**config.mk**
```make
export PLATFORM = sky130hd
export DESIGN_NAME = mux8_rr_arbiter
export DESIGN_NICKNAME = d
export VERILOG_FILES = /design/src/rtl/mux8_rr_arbiter_pkg.sv /design/src/rtl/Mux8to1_16bits.sv /design/src/rtl/mux8_rr_arbiter_pick.sv /design/src/rtl/mux8_rr_arbiter.sv
export SDC_FILE = /design/constraint.sdc
export NUM_CORES = 1
export LEC_CHECK = 0
export BUFFER_PORTS_ARGS = -buffer_cell sky130_fd_sc_hd__buf_2
export CAP_MARGIN = 30
export CORE_ASPECT_RATIO = 0.5
export CORE_UTILIZATION = 33
export CTS_BUF_LIST = sky130_fd_sc_hd__clkbuf_2 sky130_fd_sc_hd__clkbuf_4 sky130_fd_sc_hd__clkbuf_8
export DETAILED_ROUTE_END_ITERATION = 8
export GPL_ROUTABILITY_DRIVEN = 0
export PLACE_DENSITY = 0.64
export SLEW_MARGIN = 20
export SYNTH_ARGS = -nofsm -noshare
export SYNTH_HDL_FRONTEND = slang
export SYNTH_HIERARCHICAL = 1
export SYNTH_SLANG_ARGS = --single-unit
```
**constraint.sdc**
```tcl
create_clock -name clk -period 7.7 [get_ports clk]
set_input_delay 1.155 -clock clk [delete_from_list [all_inputs] [get_ports clk]]
set_output_delay 1.155 -clock clk [all_outputs]
set_load 0.02 [all_outputs]
```
**src/rtl/mux8_rr_arbiter_pkg.sv**
```systemverilog
// mux8_rr_arbiter_pkg: shared sizes and state encoding for the round-robin bus arbiter
package mux8_rr_arbiter_pkg;
  localparam int N_REQ = 8;
  localparam int SEL_W = 3;
  typedef enum logic {IDLE = 1'b0, GRANT = 1'b1} state_t;
endpackage

```
**src/rtl/Mux8to1_16bits.sv**
```systemverilog
// Mux8to1_16bits: 8:1 datapath mux over a flattened input bus
module Mux8to1_16bits #(
  parameter int WIDTH = 16
) (
  input  logic [2:0]         Control,
  input  logic [8*WIDTH-1:0] data,
  output logic [WIDTH-1:0]   out
);
  always_comb out = data[Control*WIDTH +: WIDTH];
endmodule

```
**src/rtl/mux8_rr_arbiter_pick.sv**
```systemverilog
// rr_pick8: first set request scanning upward from ptr, wrapping mod 8
module rr_pick8
  import mux8_rr_arbiter_pkg::*;
(
  input  logic [N_REQ-1:0] req,
  input  logic [SEL_W-1:0] ptr,
  output logic [SEL_W-1:0] winner,
  output logic             any
);
  logic [SEL_W-1:0] idx;
  always_comb begin
    winner = ptr;
    idx = ptr;
    any = |req;
    // scan farthest first so the closest set bit to ptr is written last
    for (int k = N_REQ - 1; k >= 0; k--) begin
      idx = ptr + SEL_W'(k);
      if (req[idx]) winner = idx;
    end
  end
endmodule

```
**src/rtl/mux8_rr_arbiter.sv**
```systemverilog
// mux8_rr_arbiter: round-robin owner selection and burst streaming into a registered output stage
module mux8_rr_arbiter
  import mux8_rr_arbiter_pkg::*;
#(
  parameter int WIDTH = 16,
  parameter int MAX_BURST = 4
) (
  input  logic                   clk,
  input  logic                   rst,
  input  logic [N_REQ-1:0]       req,
  input  logic [N_REQ*WIDTH-1:0] din,
  input  logic                   out_ready,
  output logic [N_REQ-1:0]       gnt,
  output logic [SEL_W-1:0]       sel,
  output logic                   busy,
  output logic [WIDTH-1:0]       dout,
  output logic                   dout_valid
);
  state_t state, state_next;
  logic [SEL_W-1:0] ptr, winner;
  logic [7:0] cnt;
  logic any, load, last, drop;
  logic [WIDTH-1:0] mux_out;
  rr_pick8 u_pick (.req(req), .ptr(ptr), .winner(winner), .any(any));
  Mux8to1_16bits #(.WIDTH(WIDTH)) u_mux (.Control(sel), .data(din), .out(mux_out));
  assign busy = state == GRANT;
  assign load = busy && req[sel] && (!dout_valid || out_ready);
  assign last = cnt == 8'(MAX_BURST - 1);
  assign drop = busy && !req[sel];
  assign gnt  = load ? N_REQ'(1) << sel : '0;
  always_comb begin
    state_next = state;
    state_next = !busy ? (any ? GRANT : IDLE) : ((drop || (load && last)) ? IDLE : GRANT);
  end
  always_ff @(posedge clk or posedge rst) begin
    if (rst) begin
      state <= IDLE;
      ptr <= '0;
      sel <= '0;
      cnt <= '0;
      dout <= '0;
      dout_valid <= 1'b0;
    end else begin
      state <= state_next;
      if (!busy && any) begin
        sel <= winner;
        cnt <= '0;
      end
      if (busy && state_next == IDLE) ptr <= sel + SEL_W'(1);
      if (load) begin
        cnt <= cnt + 8'd1;
        dout <= mux_out;
        dout_valid <= 1'b1;
      end else if (out_ready) dout_valid <= 1'b0;
    end
  end
endmodule
```
==> impl_metrics.yaml <==
critical_path:
  r2r-end: "sel[0]"
  cp.required_ns: 6.55
  worstSetupEndpointType: "primary output"
  cp.arrival_ns: 2.39
  crit_fanout: 10
  rr_worst_depth: 8
  critPathLaunchType: "primary input"
  critPathKind: "primary input to primary output"
  r2r-start: "ptr[0]"
  r2r_slack_ns: 4.25
power:
  p_int_mw: 1.05
  power.switching_mw: 0.852
  seq_power_share: 0.191
  leakage_nw: 2.20
  power_frac_comb: 0.723
  p_clk_frac: 0.086
  power_density_nw_per_um2: 408
  vdd_drop_max_mv: 0.151
  swShare: 0.448
sta:
  setup_viol: 0
  finClkSkew_ns: 0.00618
  tightest_slew_ns: 0.894
  period_minus_slack_ns: 3.55
  setup_tns_ns: 0
  drv_slew: 0
  slew_headroom: 0.404
  fin_hold_ws_ns: 0.480
  fmax_mhz: 282
  rsz0062_at_grt: "false"
  layout_worst_path_cycle_share: 0.461
  final-hold-violation-count: 0
route:
  finalWirelength_um: 9830
  drcViolationCount: 0
  dr.pass1.iters: 4
  postRouteAntennaNets: 0
  via_per_inst: 5.28
  vias: 3105
  wl_per_cell_um: 16.7
  drt-initial-drc-count: 74
global_routing:
  grt_pass1_vias: 3159
  track_usage: 0.177
  grt_max_degree: 44
  grt_first_pass_wirelength_um: 15800
  overflow: 0
  grt_antenna_before_repair: 0
run:
  maxCapViolations: 0
finish:
  instances_no_fill: 588
  multi_input_comb_area_um2: 2600
  regArea_um2: 802
  drive_gt1_frac: 0.531
  nets: 595
  fillers: 1022
  antenna_cells: 0
  areaGrowthSynthToFinish_pct: 29.6
placement:
  hpwl_um: 7880
  dp_cells: 580
  port_buffers: 167
clocking:
  clockBufferDepth: 2
  cts-root-buf: "clkbuf_8"
  clk_latency_ns: 0.28
  numCtsBuffers: 5
  cts_hold_buf: 0
  clk_pin_slew_ns: 0.07
  postCtsSetupRepairBufs: 0
  clock-sinks: 32
  cts_resized: 0
  tritoncts: "done"
  htree_levels: 2
yosys:
  synth_compound_area_frac: 0.0930
  avgSynthCellArea_um2: 12.5
  synth_common_cells: "dfrtp_1 (32), mux4_1 (30), mux2_2 (29)"
  yosysMostFrequentCell: "dfrtp_1"
  synthXorXnorAreaFrac: 0.0143
  synthFlopType: "dfrtp_1"
  synth.area.mux_share: 0.488
  synth.distinct_cells: 59
  synth_top_area_share: 0.223
  yosysSeqAreaShare: 0.223
  synth_top_family_by_area: "multiplexers"
  ys_warn_count: 6
  yosys_register_bits: 32
  yosys.area.top_type: "dfrtp_1"
  synthAdderAreaFrac: 0.0313
  synthSimpleGateAreaFrac: 0.0975
  syn_inst: 287
  synth_edf_count: 0
  async_flop_share: 1.00
  synthTopCellsByArea: "dfrtp_1 (22%), mux4_1 (22%), mux2_2 (9.1%)"
  synth_fp_nets: 435
  netlist_area_um2: 3590
worst_hold_path:
  hold_end: "dout[1]"
  hp-class: "register to register"
  min_from: "dout[1]"
  whs_path_depth: 1
floorplan:
  core_um2: 10400
  fp-row-count: 26
  die-area_um2: 11300
  pin_count: 168
  die_h_um: 75.8
  start_util: 0.346
  die_w_um: 150
status:
  status: "finished clean"
## metal layers
metal | up-vias | global-route usage | routed length (um)
met1 | 1520 | 0.225 | 4390
met5 | - | 0 | 0
met3 | 7 | 0.0263 | 374
li1 | 1489 | - | -
met4 | 0 | 0.0374 | 79
met2 | 89 | 0.326 | 4980
## power groups by stage
stage               sequential, mW  clock [mW]  combinational (mW)
finish                       0.363       0.163                1.37
global placement             0.410           0                1.27
CTS                          0.365       0.170                1.38
global route                 0.385       0.176                1.50
detailed placement           0.369           0                1.38
floorplan                    0.373           0                1.07
## area by class of cell
class / count / area share
clock inverters: 2 / 0.00753
repair buffers: 172 / 0.195
clock buffers: 6 / 0.0164
well taps: 140 / 0.0376
flip-flops and latches: 32 / 0.172
multi-input cells: 221 / 0.559
inverters: 15 / 0.0121
## state kept, by name (all words and copies together), names as in the netlist
signal / cells
busy: 1
cnt: 8
dout: 16
dout_valid: 1
ptr: 3
sel: 3
## cells in the final DEF (no fill, tap or decap), types with 2 or more instances in the layout
cell type  Yosys  final
mux2_2        29     29
and3_1         8      8
ha_1           9      9
a22o_1         2      2
a21oi_1        2      2
o211ai_1       2      2
buf_2          2    167
nor3_1         5      5
buf_4          2      2
clkbuf_8       0      5
mux2_4         3      3
o221ai_1       5      5
nand4_1        3      3
mux4_2        12     12
o21ai_1        3      3
mux4_1        30     30
nor4_1         2      2
nand2b_1       5      5
nand3_1        5      5
dfrtp_1       32     31
mux2i_1       13     13
inv_1         15     15
mux2_1        13     13
nor2_1         5      5
o221ai_2       2      2
o21ai_0        4      4
mux2i_4        2      2
xnor2_1        3      3
nand2_1       23     23
o22ai_1        2      2
a211oi_1       2      2
a22oi_1        2      2
or4_1          2      2
## logic make-up after synthesis
family,after synthesis
multiplexers,102
AND/OR/NAND/NOR,67
flip-flops,32
AO/OA/AOI/OAI,38
buffers and inverters,34
XOR/XNOR,5
adder cells (fa/ha/maj),9
## critical path: stages
cell and delay [ns]:
buf_2 0.16, mux2_2 0.21, o221ai_2 0.14, nor2_2 0.35
and3_1 0.21, buf_2 0.16
## stage by stage
step / setup slack, ns / power, mW / util / cell area (um^2)
after global placement: 3.63 / 1.68 / 0.432 / 4480
after global routing: 3.93 / 2.06 / 0.449 / 4650
after floorplan: 4.38 / 1.45 / - / 3590
after CTS: 4.15 / 1.92 / 0.449 / 4650
after detailed placement: 4.16 / 1.75 / 0.438 / 4540
final: 4.15 / 1.90 / 0.449 / 4650
## worst max-delay path by stage
stage                     endpoint    from  depth (start not counted)
after floorplan             gnt[0]  req[3]                          5
after global placement      gnt[5]  req[7]                          6
after detailed placement    gnt[0]  req[7]                          6
after CTS                   gnt[0]  req[7]                          6
after global routing        sel[0]  ptr[0]                          8
final                       gnt[0]  req[3]                          6
Power figures use the tool's default switching activity.
